==> src/rtl/arf_sequencer_pkg.sv <==
// Shared types and encodings for the ARF sequencer: commands, states, ARF control codes
// and the per-state control decode.
package arf_sequencer_pkg;

    typedef enum logic [2:0] {
        CMD_NOP   = 3'd0,
        CMD_FETCH = 3'd1,
        CMD_PUSH  = 3'd2,
        CMD_POP   = 3'd3,
        CMD_JUMP  = 3'd4,
        CMD_CLEAR = 3'd5
    } cmd_e;

    typedef enum logic [3:0] {
        ST_IDLE     = 4'd0,
        ST_F_ADDR   = 4'd1,
        ST_F_SAVE   = 4'd2,
        ST_F_INC    = 4'd3,
        ST_PUSH_DEC = 4'd4,
        ST_PUSH_WR  = 4'd5,
        ST_POP_RD   = 4'd6,
        ST_POP_INC  = 4'd7,
        ST_J_SAVE   = 4'd8,
        ST_J_LOAD   = 4'd9,
        ST_CLEAR    = 4'd10
    } state_e;

    localparam logic [1:0] FUN_CLEAR = 2'b00;
    localparam logic [1:0] FUN_LOAD  = 2'b01;
    localparam logic [1:0] FUN_DEC   = 2'b10;
    localparam logic [1:0] FUN_INC   = 2'b11;

    // r_sel bit order is {AR, SP, PC_past, PC}
    localparam logic [3:0] RSEL_NONE = 4'b0000;
    localparam logic [3:0] RSEL_PC   = 4'b0001;
    localparam logic [3:0] RSEL_PCP  = 4'b0010;
    localparam logic [3:0] RSEL_SP   = 4'b0100;
    localparam logic [3:0] RSEL_AR   = 4'b1000;
    localparam logic [3:0] RSEL_ALL  = 4'b1111;

    localparam logic [1:0] SEL_AR  = 2'b00;
    localparam logic [1:0] SEL_SP  = 2'b01;
    localparam logic [1:0] SEL_PCP = 2'b10;
    localparam logic [1:0] SEL_PC  = 2'b11;

    localparam logic ISRC_BUS = 1'b0;
    localparam logic ISRC_FB  = 1'b1;

    typedef struct packed {
        logic [3:0] r_sel;
        logic [1:0] funsel;
        logic [1:0] out_a_sel;
        logic [1:0] out_b_sel;
        logic       i_src;
        logic       mem_rd;
        logic       mem_wr;
        logic       done;
        logic       ready;
    } ctrl_t;

    function automatic ctrl_t ctrl_for(state_e s);
        ctrl_t c;
        c.r_sel     = RSEL_NONE;
        c.funsel    = FUN_LOAD;
        c.out_a_sel = SEL_PC;
        c.out_b_sel = SEL_PC;
        c.i_src     = ISRC_BUS;
        c.mem_rd    = 1'b0;
        c.mem_wr    = 1'b0;
        c.done      = 1'b0;
        c.ready     = 1'b0;
        case (s)
            ST_IDLE: c.ready = 1'b1;
            ST_F_ADDR: c.mem_rd = 1'b1;
            ST_F_SAVE: begin
                c.i_src = ISRC_FB;
                c.r_sel = RSEL_PCP;
            end
            ST_F_INC: begin
                c.r_sel  = RSEL_PC;
                c.funsel = FUN_INC;
                c.done   = 1'b1;
            end
            ST_PUSH_DEC: begin
                c.r_sel  = RSEL_SP;
                c.funsel = FUN_DEC;
            end
            ST_PUSH_WR: begin
                c.out_a_sel = SEL_SP;
                c.mem_wr    = 1'b1;
                c.done      = 1'b1;
            end
            ST_POP_RD: begin
                c.out_a_sel = SEL_SP;
                c.mem_rd    = 1'b1;
            end
            ST_POP_INC: begin
                c.r_sel  = RSEL_SP;
                c.funsel = FUN_INC;
                c.done   = 1'b1;
            end
            ST_J_SAVE: begin
                c.i_src = ISRC_FB;
                c.r_sel = RSEL_PCP;
            end
            ST_J_LOAD: begin
                c.r_sel = RSEL_PC;
                c.done  = 1'b1;
            end
            ST_CLEAR: begin
                c.r_sel  = RSEL_ALL;
                c.funsel = FUN_CLEAR;
                c.done   = 1'b1;
            end
            default: c.ready = 1'b0;
        endcase
        return c;
    endfunction

endpackage

==> src/rtl/arf_depth_counter.sv <==
// Saturating up/down occupancy counter for the sequencer's stack, with full/empty flags.
module arf_depth_counter #(
    parameter int unsigned MAX = 16,
    parameter int unsigned W   = $clog2(MAX) + 1
) (
    input  logic         clk,
    input  logic         rst_n,
    input  logic         inc,
    input  logic         dec,
    input  logic         clr,
    output logic [W-1:0] count,
    output logic         full,
    output logic         empty
);

    assign full  = (count == W'(MAX));
    assign empty = (count == '0);

    always_ff @(posedge clk) begin
        if (!rst_n || clr) begin
            count <= '0;
        end else if (inc && !full) begin
            count <= count + W'(1);
        end else if (dec && !empty) begin
            count <= count - W'(1);
        end
    end

endmodule

==> src/rtl/arf_sequencer.sv <==
// Command sequencer driving an address register file (AR, SP, PC_past, PC) and memory strobes.
//
// state       | meaning
// ST_IDLE     | ready for a command, idle ARF controls
// ST_F_ADDR   | fetch: read memory at PC
// ST_F_SAVE   | fetch: PC_past <= PC
// ST_F_INC    | fetch: PC <= PC + 1, done
// ST_PUSH_DEC | push: SP <= SP - 1
// ST_PUSH_WR  | push: write memory at SP, done
// ST_POP_RD   | pop: read memory at SP
// ST_POP_INC  | pop: SP <= SP + 1, done
// ST_J_SAVE   | jump: PC_past <= PC
// ST_J_LOAD   | jump: PC <= external bus, done
// ST_CLEAR    | clear all ARF registers and stack depth, done
module arf_sequencer
    import arf_sequencer_pkg::*;
#(
    parameter int unsigned STACK_DEPTH = 16
) (
    input  logic                         clk,
    input  logic                         rst_n,
    input  logic [2:0]                   cmd,
    input  logic                         cmd_valid,
    output logic                         cmd_ready,
    output logic                         done,
    output logic                         err,
    output logic [1:0]                   funsel,
    output logic [3:0]                   r_sel,
    output logic [1:0]                   out_a_sel,
    output logic [1:0]                   out_b_sel,
    output logic                         i_src,
    output logic                         mem_rd,
    output logic                         mem_wr,
    output logic [$clog2(STACK_DEPTH):0] depth
);

    localparam int unsigned DEPTH_W = $clog2(STACK_DEPTH) + 1;

    state_e state;
    ctrl_t  ctrl_q;
    logic   stack_full;
    logic   stack_empty;

    arf_depth_counter #(
        .MAX (STACK_DEPTH),
        .W   (DEPTH_W)
    ) u_depth (
        .clk   (clk),
        .rst_n (rst_n),
        .inc   (state == ST_PUSH_WR),
        .dec   (state == ST_POP_INC),
        .clr   (state == ST_CLEAR),
        .count (depth),
        .full  (stack_full),
        .empty (stack_empty)
    );

    // Controls are registered alongside the state so every output is a clean flop.
    always_ff @(posedge clk) begin
        if (!rst_n) begin
            state  <= ST_IDLE;
            ctrl_q <= ctrl_for(ST_IDLE);
            err    <= 1'b0;
        end else begin
            err <= 1'b0;
            case (state)
                ST_IDLE: begin
                    if (cmd_valid) begin
                        case (cmd_e'(cmd))
                            CMD_NOP: begin
                                state  <= ST_IDLE;
                                ctrl_q <= ctrl_for(ST_IDLE);
                            end
                            CMD_FETCH: begin
                                state  <= ST_F_ADDR;
                                ctrl_q <= ctrl_for(ST_F_ADDR);
                            end
                            CMD_PUSH: begin
                                if (stack_full) begin
                                    err <= 1'b1;
                                end else begin
                                    state  <= ST_PUSH_DEC;
                                    ctrl_q <= ctrl_for(ST_PUSH_DEC);
                                end
                            end
                            CMD_POP: begin
                                if (stack_empty) begin
                                    err <= 1'b1;
                                end else begin
                                    state  <= ST_POP_RD;
                                    ctrl_q <= ctrl_for(ST_POP_RD);
                                end
                            end
                            CMD_JUMP: begin
                                state  <= ST_J_SAVE;
                                ctrl_q <= ctrl_for(ST_J_SAVE);
                            end
                            CMD_CLEAR: begin
                                state  <= ST_CLEAR;
                                ctrl_q <= ctrl_for(ST_CLEAR);
                            end
                            default: err <= 1'b1;
                        endcase
                    end
                end
                ST_F_ADDR: begin
                    state  <= ST_F_SAVE;
                    ctrl_q <= ctrl_for(ST_F_SAVE);
                end
                ST_F_SAVE: begin
                    state  <= ST_F_INC;
                    ctrl_q <= ctrl_for(ST_F_INC);
                end
                ST_PUSH_DEC: begin
                    state  <= ST_PUSH_WR;
                    ctrl_q <= ctrl_for(ST_PUSH_WR);
                end
                ST_POP_RD: begin
                    state  <= ST_POP_INC;
                    ctrl_q <= ctrl_for(ST_POP_INC);
                end
                ST_J_SAVE: begin
                    state  <= ST_J_LOAD;
                    ctrl_q <= ctrl_for(ST_J_LOAD);
                end
                default: begin
                    state  <= ST_IDLE;
                    ctrl_q <= ctrl_for(ST_IDLE);
                end
            endcase
        end
    end

    assign cmd_ready = ctrl_q.ready;
    assign done      = ctrl_q.done;
    assign funsel    = ctrl_q.funsel;
    assign r_sel     = ctrl_q.r_sel;
    assign out_a_sel = ctrl_q.out_a_sel;
    assign out_b_sel = ctrl_q.out_b_sel;
    assign i_src     = ctrl_q.i_src;
    assign mem_rd    = ctrl_q.mem_rd;
    assign mem_wr    = ctrl_q.mem_wr;

endmodule

==> config.mk <==
export PLATFORM = sky130hd
export DESIGN_NAME = arf_sequencer
export DESIGN_NICKNAME = d
export VERILOG_FILES = /design/src/rtl/arf_sequencer_pkg.sv /design/src/rtl/arf_depth_counter.sv /design/src/rtl/arf_sequencer.sv
export SDC_FILE = /design/constraint.sdc
export NUM_CORES = 1
export LEC_CHECK = 0
export ABC_AREA = 0
export BUFFER_PORTS_ARGS = -buffer_cell sky130_fd_sc_hd__buf_2
export CORE_MARGIN = 2
export CORE_UTILIZATION = 54
export DETAILED_ROUTE_END_ITERATION = 7
export PLACE_DENSITY = 0.84
export SLEW_MARGIN = 20
export SYNTH_ARGS = -nofsm -noshare
export SYNTH_HDL_FRONTEND = slang
export SYNTH_SLANG_ARGS = --single-unit
==> constraint.sdc <==
create_clock -name clk -period 3.1 [get_ports clk]
set_clock_uncertainty 0.1 [all_clocks]
set_input_delay 0.155 -clock clk [delete_from_list [all_inputs] [get_ports clk]]
set_output_delay 0.155 -clock clk [all_outputs]
set_load 0.02 [all_outputs]
# Word level (Yosys, flattened, before mapping)
# Index checks and enable logic that the tools add are counted.
[word_totals]
reg_bits = 25
out_inout_bits = 21
wordCells = 60
[classes]
add_sub_neg = 2
n_eq_ne = 18
muxes = 15
reduce_logical = 13
[ops]
columns = ["operator", "n"]
rows = [
  ["$pmux W15 S6", 2],
  ["$pmux W4 S6", 2],
  ["$mux W15", 3],
  ["$eq A4 B3 Y1 const B", 4],
  ["$mux W4", 3],
  ["$mux W5", 2],
  ["$eq A4 B4 Y1 const B", 2],
  ["$ne A7 B1 Y1 const B", 1],
  ["$eq A3 B2 Y1 const B", 2],
  ["$eq A3 B3 Y1 const B", 2],
  ["$ne A3 B3 Y1 const B", 2],
  ["$add A5 B1 Y5 const B", 1],
  ["$eq A5 B5 Y1 const B", 1],
  ["$logic_not A5 Y1", 1],
  ["$sub A5 B1 Y5 const B", 1],
  ["$eq A4 B1 Y1 const B", 1],
  ["$eq A4 B2 Y1 const B", 1],
  ["$logic_not A4 Y1", 1],
  ["$reduce_and A4 Y1", 1],
  ["$reduce_or A4 Y1", 1],
  ["$eq A3 B1 Y1 const B", 1],
  ["$logic_not A1 Y1", 3],
  ["$logic_not A3 Y1", 1],
  ["$pmux W1 S3", 1],
  ["6 further kinds", 8],
]

# Logic depth before layout (Yosys ltp)
# Gate-level depths: netlist of run 1.
[logic_depth]
depth_word = 5
ltp_mapped = 10
depth_no_buf = 9

# Hierarchy
# A second synthesis of run 1 with hierarchy kept.
[unflattened]
hier_cells = 159
area_unflattened_um2 = 1330.0
[by_module_without_submodules]
columns = ["module", "instances", "cells_each", "area_each_um2", "seq_area_each_um2"]
rows = [
  ["arf_sequencer", 1, 112, 939.7, 340.3],
  ["arf_depth_counter", 1, 47, 390.4, 100.1],
]

# Worst setup path before layout of run 1
# OpenSTA, ideal clock, no wires.
[synth_timing]
path_type = "register to register"
from = "register state[0]"
to = "register u_depth.count[4]"
setup_time_ps = 71
arrival_time_ps = 2375
slack_ps = 555
path_stages_with_launch = 10
n_path_buf = 1
path_cell_list = "dfxtp_1 -> clkbuf_1 -> nand3_1 -> a211o_1 -> fa_1 -> a21o_1 -> a21oi_1 -> nand2_1 -> a211o_1 -> a21oi_1"
[synth_between]
elab_chain_cells = 3
elab_cells_between_ends = 8
cone_classes = "3 x eq/ne; 1 x mux; 4 x reduce/logical"
[synth_lines]
columns = ["item", "line_no", "text"]
rows = [
  ["start, declared", "arf_sequencer.sv:39", "state_e state;"],
  ["start signal, assigned", "arf_sequencer.sv:61", "state <= ST_IDLE;"],
  ["start signal, assigned", "arf_sequencer.sv:71", "state <= ST_IDLE;"],
  ["start signal, assigned", "arf_sequencer.sv:75", "state <= ST_F_ADDR;"],
  ["$eq A4 B3 Y1 (on tied branches)", "arf_sequencer.sv:50, arf_sequencer.sv:51", ""],
  ["$logic_and A1 B1 Y1 (on tied branches)", "arf_depth_counter.sv:22, arf_depth_counter.sv:24", ""],
  ["$mux W5 / $reduce_bool A2 Y1 (equally long branches)", "--", ""],
  ["end signal, assigned", "arf_depth_counter.sv:23", "count <= count + W'(1);"],
  ["end signal, assigned", "arf_depth_counter.sv:25", "count <= count - W'(1);"],
  ["end, declared", "arf_depth_counter.sv:11", "output logic [W-1:0] count,"],
]
# Parallel ways exist; a longest one is shown, timed or not.
# A chain may end at the register's enable or synchronous reset.

# Final worst setup path of run 1
[layout_timing]
from = "register state[3]"
to = "register u_depth.count[4]"
# Same word-level chain as after synthesis.

==> impl_metrics.csv, run 1 <==
group,metric,value,unit
power_and_ir_drop,pwr-share-comb,28.5,%
global_route,antenna_found_initial,0,
drt,vias,1255,
drt,first_iter_violations,37,
clocking,clkTransAtPathRegs,0.13,ns
global_route,grt_pass1_wl,4.97,mm
synth,synth_top_area_share,32.4,%
outcome,status,"complete, no violations",
worst_setup_path,worstPathCellList,"inv_1 > nand3_1 > a211o_1 > fa_1 > a21o_1 > a21oi_1 > nand2_1 > a211o_1 > a21oi_1",
global_route,grt_pass1_vias,1093,
final_layout,num-fill-cells,216,
synth,ys_warn_count,0,
synth,syn_avg_cell_area,8.48,sq um
place,dpl.cell_count,209,
clocking,htreeDepth,1,
timing,maxSlewHeadroom,40.3,%
power_and_ir_drop,p_leak,0.705,nW
place,dp_slack,0.407,ns
drt,dr_wl_met3,176,um
clocking,postCtsHoldBufs,0,
floorplan,die_x,54.1,um
clocking,postCtsSetupBuffers,0,
worst_setup_path,worstPathMaxFanout,7,
power_and_ir_drop,power_density,442,nW/um^2
drt,wl_met1,1.39,mm
drt,dr_wl_met2,1.50,mm
timing,rsz0062_at_grt,"false",
power_and_ir_drop,switching_share,33.8,%
clocking,cts_tree,"yes",
synth,syn_inst,160,
floorplan,ios,27,
global_route,grt_max_degree,16,
timing,fin_setup_tns,0,ns
synth,synthArstFlopShare,0,%
synth,synth_area_leaders,"dfxtp_1 32%, ha_1 6.5%, nand2_1 4.7%",
drt,wl_per_cell,14.6,um
floorplan,fp.dieArea,2930,sq um
power_and_ir_drop,internal_power,0.446,mW
place,place_congestion,0.951,
synth,syn_area,1360,sq um
min_path,hold_class,"in2reg",
synth,synth.most_common_cell,"dfxtp_1",
timing,worst_pin_slew,0.884,ns
power_and_ir_drop,p_switching,0.228,mW
synth,ys_ff_latch,22,
drt,vias_per_cell,5.89,
drt,antenna_left,0,
worst_setup_path,critical-path-max-stage-delay,0.41,ns
power_and_ir_drop,pwr-share-seq,47.0,%
run,maxCapViolations,0,
drt,dr.pass1.iters,4,
power_and_ir_drop,power,0.673,mW
worst_setup_path,crit_path_end_kind,"register",
final_layout,syn_to_final_growth,12.3,%
floorplan,core,2430,sq um
synth,ys.flop_type,"dfxtp_1",
clocking,numCtsBuffers,3,
clocking,clkSinkCount,22,
final_layout,multi_input_area,835,sq um
final_layout,diodes,0,
clocking,ctsRootBufferMaster,"clkbuf_4",
floorplan,dieHeight,54.1,um
final_layout,final_nets,198,
final_layout,layout.cells.non_filler,213,
timing,setup_slack,0.383,ns
synth,yosysSeqAreaShare,32.4,%
place,io_buffers,23,
worst_setup_path,required,3.26,ns
floorplan,start_util,55.8,%
floorplan,num_rows,18,
drt,drc,0,
synth,ys_types,48,
synth,synth_common_cells,"22 x dfxtp_1, 17 x nand2_1, 12 x nor2_1",
worst_setup_path,cp_slowest_cell,"dfxtp_1",
synth,synth_enable_flop_cells,0,
timing,setup_viol,0,
worst_setup_path,worstSetupPathType,"reg2reg",
timing,layout_min_cycle_time,2.72,ns
final_layout,fin_util,62.7,%
timing,final_hold_viol_count,0,
drt,routed.top_layer,"met4",
global_route,grt_overflow,0,
clocking,ctsResizeCount,0,
power_and_ir_drop,peakVddDrop,316,uV
timing,fin_crit_sh,87.6,%
final_layout,seqCellArea,440,sq um
timing,maxSlewViolCount,0,
place,place_hpwl,2.40,mm
worst_setup_path,start_kind,"register",
clocking,clockBufferDepth,2,
final_layout,drive_gt1_share,21.9,%
synth,synth_top_area_cell,"dfxtp_1",
drt,wl,3.12,mm
global_route,grt_usage,23.3,%
power_and_ir_drop,clkPwrFrac,24.5,%
worst_setup_path,cp.arrival,2.87,ns
timing,fmax,368,MHz
clocking,clk_latency,0.31,ns
==> worst paths after layout <==
check	start	end	slack, ns	cells past startpoint
setup reg to reg	state[3]$_SDFFE_PN0P_	u_depth.count[4]$_SDFFE_PP0P_	0.38	9
setup / recovery	state[3]$_SDFFE_PN0P_	u_depth.count[4]$_SDFFE_PP0P_	0.38	9
hold reg to reg	r_sel[3]$_SDFFE_PN0P_	r_sel[3]$_SDFFE_PN0P_	0.39	2
hold / removal	cmd_valid	err$_SDFF_PN0_	0.05	3
==> logic make-up after synthesis <==
kind of cell / after synthesis / share of synthesized area (%)
AO/OA/AOI/OAI: 44 / 23.5
multiplexers: 3 / 2.21
buffers and inverters: 18 / 6.64
AND/OR/NAND/NOR: 57 / 22.5
XOR/XNOR: 7 / 4.52
flip-flops: 22 / 32.4
other: 1 / 0.276
adder cells (fa/ha/maj): 8 / 7.93
==> metrics by stage <==
step,area (sq um),hold slack (ns)
2_1_floorplan,1370,0.199
3_3_place_gp,1490,0.358
3_5_place_dp,1490,0.374
4_1_cts,1520,0.0470
5_1_grt,1520,0.0566
6_report,1520,0.0540
==> worst max-delay path: cells and delay by family, from the launching register on <==
kind	cells	cell delay [ns]
DFF	1	0.41
and+or+nand+nor	2	0.33
buffers and inverters	1	0.18
AOI/OAI and AO/OA	5	1.22
adders and majority gates	1	0.41
==> power groups by stage <==
stage               Clock (mW)  Sequential, mW  Combinational [mW]
global route             0.173           0.319               0.211
global placement             0           0.321               0.187
finish                   0.165           0.317               0.192
CTS                      0.165           0.317               0.191
floorplan                    0           0.344               0.123
detailed placement           0           0.323               0.190
==> cell usage in the layout (no fill, tap or decap), drive strengths merged <==
master	Yosys	routed
o211a	4	4
a211o	3	3
ha	7	7
nor4b	1	1
a21o	2	2
nand3	2	2
xnor2	4	4
a32oi	1	1
nor2	12	12
mux2i	3	3
dfxtp	22	22
o31ai	1	1
o21ai	5	5
o22ai	1	1
or4	1	1
nand4	2	2
and3	1	1
nor3b	2	2
nor2b	3	3
buf	7	27
nor4	3	3
a21boi	2	2
nand2	18	18
conb	1	3
nand2b	1	1
inv	8	8
clkbuf	3	4
o211ai	2	2
o41ai	1	1
or2	1	1
xor2	3	3
a21oi	14	14
o311ai	1	1
o21a	3	3
a31oi	2	2
or3	1	1
fa	1	1
nor3	8	8
a211oi	2	2
and4	1	1
==> layout make-up <==
cell class	instances	area share [%]
sequential	22	28.9
tap	30	2.46
timing repair buffer	27	9.52
multi-input combinational	122	54.8
inverter	8	1.97
clock buffer	4	2.38
==> registers in the layout, summed over array words and instances, names as in the netlist <==
signal         cells
err                1
cmd_ready          1
mem_rd             1
u_depth.count      5
out_a_sel          1
i_src              1
r_sel              4
state              4
done               1
funsel             2
mem_wr             1
==> metal layers <==
metal	up-vias	GRT usage (%)
li1	612	-
met1	589	32.8
met2	47	36.9
met3	7	2.50
met4	0	7.50
met5	-	0
Power figures use the tool's default switching activity.
==> run 2: changes to the inputs <==
--- a/config.mk
+++ b/config.mk
@@ -8,9 +8,9 @@
 export ABC_AREA = 0
 export BUFFER_PORTS_ARGS = -buffer_cell sky130_fd_sc_hd__buf_2
 export CORE_MARGIN = 2
-export CORE_UTILIZATION = 54
+export CORE_UTILIZATION = 40
 export DETAILED_ROUTE_END_ITERATION = 7
-export PLACE_DENSITY = 0.84
+export PLACE_DENSITY = 0.67
 export SLEW_MARGIN = 20
 export SYNTH_ARGS = -nofsm -noshare
 export SYNTH_HDL_FRONTEND = slang
==> run 2 against run 1 <==
- worst setup slack got worse by 0.13 ns
- hold slack got worse by 0.0089 ns
- non-clock buffer count fell by 3
- clock power is 4% lower
- sequential power grew 2%
- clock-buffer cell count unchanged
- fmax shrank 4.5%
- critical path depth is 1 lower
- register-to-register slack got worse by 0.13 ns
- via count shrank 3.1%
- largest power group unchanged
==> impl_metrics.csv, run 2 (synthesis results as in run 1) <==
group,metric,value,unit
worst_setup_path,rr_startpoint,"state[2]$_SDFFE_PN0P_",
floorplan,fp.dieArea,3880,sq um
final_layout,layout.cells.non_filler,226,
worst_setup_path,cp.arrival,2.99,ns
outcome,status,"complete, no violations",
timing,rsz0062_at_grt,"false",
worst_setup_path,worstReg2RegEnd,"u_depth.count[4]$_SDFFE_PP0P_",
global_route,grt_overflow,0,
floorplan,die_x,62.3,um
clocking,postCtsSetupBuffers,0,
final_layout,layout_commonest_cell,"buf_2",
worst_setup_path,worstPathCellList,"nand3_1 > a211o_1 > fa_1 > a21o_1 > a21oi_1 > nand2_1 > a211o_1 > a21oi_1",
clocking,postCtsHoldBufs,0,
global_route,grt_usage,16.4,%
floorplan,num_rows,21,
global_route,grt_pass1_wl,5.25,mm
clocking,clkTransAtPathRegs,0.12,ns
global_route,grt_pass1_vias,1203,
worst_setup_path,critical-path-max-stage-delay,0.62,ns
power_and_ir_drop,power_density,434,nW/um^2
worst_setup_path,start_kind,"register",
timing,fin_setup_tns,0,ns
clocking,clockBufferDepth,2,
drt,wl,3.01,mm
final_layout,syn_to_final_growth,12.1,%
clocking,ctsResizeCount,0,
timing,maxSlewHeadroom,39.0,%
place,io_buffers,23,
worst_setup_path,critPathLaunch,"state[2]$_SDFFE_PN0P_",
timing,layout_min_cycle_time,2.84,ns
floorplan,ios,27,
worst_setup_path,endpoint,"u_depth.count[4]$_SDFFE_PP0P_",
power_and_ir_drop,power,0.660,mW
place,dpl.cell_count,222,
final_layout,fin_util,46.3,%
timing,fmax,352,MHz
place,place_congestion,0.862,
floorplan,dieHeight,62.3,um
run,maxCapViolations,0,
power_and_ir_drop,p_leak,0.689,nW
timing,final_hold_viol_count,0,
worst_setup_path,required,3.24,ns
min_path,hold_class,"in2reg",
drt,vias_per_cell,5.38,
worst_setup_path,worstSetupPathType,"reg2reg",
drt,antenna_left,0,
final_layout,largest_reg_flops,5,
worst_setup_path,r2r_setup_slack,0.26,ns
final_layout,final_nets,195,
floorplan,start_util,41.3,%
global_route,grt_max_degree,16,
timing,maxSlewViolCount,0,
place,place_hpwl,2.30,mm
worst_setup_path,rr_worst_depth,8,
drt,dr.pass1.iters,4,
clocking,clk_latency,0.30,ns
drt,vias,1216,
clocking,ctsRootBufferMaster,"clkbuf_4",
clocking,htreeDepth,1,
final_layout,regMostFlops,"u_depth.count",
worst_setup_path,cp_slowest_cell,"dfxtp_1",
drt,drc,0,
clocking,numCtsBuffers,3,
worst_setup_path,crit_path_end_kind,"register",
timing,worst_pin_slew,0.904,ns
drt,first_iter_violations,33,
final_layout,mostFrequentLayoutCells,"23 x buf_2, 22 x dfxtp_1, 17 x nand2_1",
final_layout,drive_gt1_share,20.6,%
clocking,clkSinkCount,22,
drt,wl_per_cell,13.3,um
floorplan,core,3280,sq um
timing,fin_crit_sh,91.8,%
timing,setup_viol,0,
final_layout,diodes,0,
clocking,cts_tree,"yes",
global_route,antenna_found_initial,0,
power_and_ir_drop,peakVddDrop,258,uV
worst_setup_path,worstPathMaxFanout,13,
[run 2: through the flow]
| stage | setup WS (ns) | hold WS [ns] | area [sq um] |
|---|---|---|---|
| 3_3_place_gp | 0.479 | 0.361 | 1490 |
| 4_1_cts | 0.279 | 0.0470 | 1520 |
| 3_5_place_dp | 0.302 | 0.370 | 1490 |
| 2_1_floorplan | 0.555 | 0.199 | 1370 |
| 5_1_grt | 0.101 | 0.0504 | 1520 |
| 6_report | 0.255 | 0.0452 | 1520 |
[run 2: per-layer routing]
metal	part of all wire [%]	routed length (um)	track usage, %	up-vias
li1	-	-	-	604
met1	46	1390	21.3	580
met2	48	1450	27.0	28
met3	4.3	130	2.90	4
met4	1.0	31	6.39	0
met5	0	0	0	-
[run 2: worst max-delay path, delay by kind of cell (launching register included)]
kind                       cells  cell delay, ns
DFF                            1            0.62
adders and majority gates      1            0.43
and+or+nand+nor                2            0.42
AOI/OAI and AO/OA              5            1.22
[run 2: layout make-up]
cell class              instances  area (sq um)
inverters                       8          30.0
flip-flops and latches         22           440
repair buffers                 24           123
fillers                       338          1760
well taps                      46          57.6
clock buffers                   4          36.3
multi-input cells             122           835
[run 2: how the worst min path moves through the flow]
stage / from / to / slack (ns) / depth (start not counted)
after floorplan: cmd_valid / err$_SDFF_PN0_ / 0.20 / 2
after global placement: cmd_valid / err$_SDFF_PN0_ / 0.36 / 3
after detailed placement: r_sel[2]$_SDFFE_PN0P_ / r_sel[2]$_SDFFE_PN0P_ / 0.37 / 2
after CTS: cmd_valid / err$_SDFF_PN0_ / 0.05 / 3
after global routing: cmd_valid / err$_SDFF_PN0_ / 0.05 / 3
final: cmd_valid / err$_SDFF_PN0_ / 0.05 / 3
[run 2: where the power goes]
group,switching [mW],leakage [nW],internal [mW]
Clock,0.0859,0.0210,0.0717
Sequential,0.0194,0.179,0.304
Combinational,0.113,0.489,0.0663
==> run 3: changes to the inputs <==
--- a/config.mk
+++ b/config.mk
@@ -7,10 +7,11 @@
 export LEC_CHECK = 0
 export ABC_AREA = 0
 export BUFFER_PORTS_ARGS = -buffer_cell sky130_fd_sc_hd__buf_2
+export CORE_ASPECT_RATIO = 0.75
 export CORE_MARGIN = 2
 export CORE_UTILIZATION = 40
 export DETAILED_ROUTE_END_ITERATION = 7
-export PLACE_DENSITY = 0.67
+export SKIP_LAST_GASP = 1
 export SLEW_MARGIN = 20
 export SYNTH_ARGS = -nofsm -noshare
 export SYNTH_HDL_FRONTEND = slang
==> run 3 against run 2 <==
- combinational power is 5% higher
- via count is 2.1% higher
- die area is 0.13% higher
- wire length is 5.8% higher
- final area is 0.82% higher
- critical path depth stayed put
- fmax is 0.99% higher
- clock power is 14% higher
- register-to-register slack better by 0.03 ns
- critical endpoint unchanged
- highest routed layer unchanged
==> impl_metrics.csv, run 3 (synthesis results as in run 1) <==
group,metric,value,unit
outcome,status,"complete, no violations",
final_layout,final_cell_area,1530,sq um
final_layout,final_nets,197,
worst_setup_path,worstPathMaxFanout,11,
drt,wl_met1,1.49,mm
power_and_ir_drop,p_switching,0.226,mW
timing,worst_pin_slew,0.894,ns
final_layout,layout_commonest_cell,"buf_2",
min_path,hold_class,"in2reg",
drt,dr_wl_met2,1.43,mm
worst_setup_path,crit_family,"compound AO/OA/AOI/OAI gates",
place,place_hpwl,2.37,mm
timing,rsz0062_at_grt,"false",
drt,antenna_left,0,
power_and_ir_drop,pwr-share-seq,46.4,%
floorplan,die_x,71.3,um
final_layout,diodes,0,
place,io_buffers,23,
clocking,clk_latency,0.26,ns
final_layout,seqCellArea,440,sq um
timing,setup_viol,0,
place,dpl_cell_area,1490,sq um
power_and_ir_drop,power,0.685,mW
final_layout,regMostFlops,"u_depth.count",
clocking,cts_tree,"yes",
worst_setup_path,worstPathCellList,"nand3_1 > a211o_1 > fa_1 > a21o_1 > a21oi_1 > nand2_1 > a211o_1 > a21oi_1",
floorplan,dieHeight,54.5,um
floorplan,num_rows,18,
floorplan,ios,27,
worst_setup_path,crit_path_end_kind,"register",
floorplan,core,3270,sq um
run,maxCapViolations,0,
drt,routed.top_layer,"met4",
global_route,grt_pass1_vias,1113,
place,dp_slack,0.323,ns
global_route,grt_usage,17.5,%
final_layout,num-fill-cells,324,
floorplan,start_util,41.6,%
final_layout,multi_input_area,835,sq um
worst_setup_path,crit_buf_inv,0,
power_and_ir_drop,switching_share,33.0,%
power_and_ir_drop,power_density,447,nW/um^2
global_route,grt_overflow,0,
global_route,grt_max_degree,16,
place,dpl.cell_count,218,
global_route,antenna_found_initial,0,
power_and_ir_drop,p_leak,0.700,nW
timing,maxSlewHeadroom,39.6,%
worst_setup_path,start_kind,"register",
global_route,grt_pass1_wl,5.25,mm
place,place_congestion,0.859,
clocking,numCtsBuffers,3,
drt,first_iter_violations,90,
final_layout,syn_to_final_growth,13.0,%
drt,drc,0,
worst_setup_path,critical-path-max-stage-delay,0.54,ns
drt,vias_per_cell,5.62,
timing,fin_setup_tns,0,ns
worst_setup_path,worstSetupPathType,"reg2reg",
drt,wl,3.18,mm
clocking,ctsResizeCount,0,
timing,layout_min_cycle_time,2.82,ns
worst_setup_path,cp_slowest_cell,"dfxtp_1",
power_and_ir_drop,clkPwrFrac,26.2,%
drt,dr.pass1.iters,4,
timing,setup_slack,0.283,ns
worst_setup_path,required,3.20,ns
drt,vias,1242,
power_and_ir_drop,internal_power,0.459,mW
timing,maxSlewViolCount,0,
clocking,postCtsSetupBuffers,0,
timing,final_hold_viol_count,0,
clocking,postCtsHoldBufs,0,
worst_setup_path,cp.arrival,2.92,ns
clocking,ctsRootBufferMaster,"clkbuf_8",
final_layout,mostFrequentLayoutCells,"23 x buf_2, 22 x dfxtp_1, 17 x nand2_1",
timing,fin_crit_sh,90.9,%
clocking,htreeDepth,1,
power_and_ir_drop,peakVddDrop,165,uV
drt,wl_per_cell,14.4,um
final_layout,largest_reg_flops,5,
floorplan,fp.dieArea,3880,sq um
power_and_ir_drop,pwr-share-comb,27.4,%
clocking,clkSinkCount,22,
clocking,clkTransAtPathRegs,0.08,ns
drt,dr_wl_met3,222,um
timing,fmax,355,MHz
final_layout,drive_gt1_share,21.0,%
final_layout,layout.cells.non_filler,221,
clocking,clockBufferDepth,2,
-- run 3: cell types whose count changed in the layout (fill, tap and decap cells not counted), sizes merged --
cell,change
clkbuf,-1
buf,+2
-- run 3: metrics by stage --
| step | utilization (%) | hold WS, ns |
|---|---|---|
| global placement | 45.7 | 0.355 |
| finish | 47.0 | 0.0894 |
| floorplan | - | 0.199 |
| global route | 47.0 | 0.113 |
| CTS | 47.0 | 0.0881 |
| detailed placement | 45.7 | 0.369 |
-- run 3: power by group through the flow --
stage | Combinational, mW | Sequential, mW | Clock, mW
after global placement | 0.187 | 0.323 | 0
final | 0.188 | 0.318 | 0.180
after detailed placement | 0.187 | 0.324 | 0
after global routing | 0.208 | 0.321 | 0.196
after CTS | 0.188 | 0.318 | 0.185
after floorplan | 0.123 | 0.344 | 0
-- run 3: tightest hold or removal path: stages --
cell,delay (ns)
buf_2,0.13
inv_1,0.07
nor3_1,0.05
-- run 3: final timing paths --
check | cells after the start | endpoint | startpoint | slack, ns
worst min-delay path | 3 | err$_SDFF_PN0_ | cmd_valid | 0.09
worst min register to register | 2 | r_sel[2]$_SDFFE_PN0P_ | r_sel[2]$_SDFFE_PN0P_ | 0.38
worst max-delay path | 8 | u_depth.count[4]$_SDFFE_PP0P_ | state[0]$_SDFFE_PN0P_ | 0.28
worst max register to register | 8 | u_depth.count[4]$_SDFFE_PP0P_ | state[0]$_SDFFE_PN0P_ | 0.28
-- run 3: layout make-up --
type | count | share of cell area (%)
sequential | 22 | 28.7
timing repair buffer | 26 | 8.97
clock buffer | 3 | 2.69
inverter | 8 | 1.96
multi-input combinational | 122 | 54.4
tap | 40 | 3.26
-- run 3: per-layer routing --
metal  vias up  GRT usage [%]
li1        612              -
met1       584           23.3
met2        41           28.1
met3         5           4.24
met4         0           6.29
met5         -              0
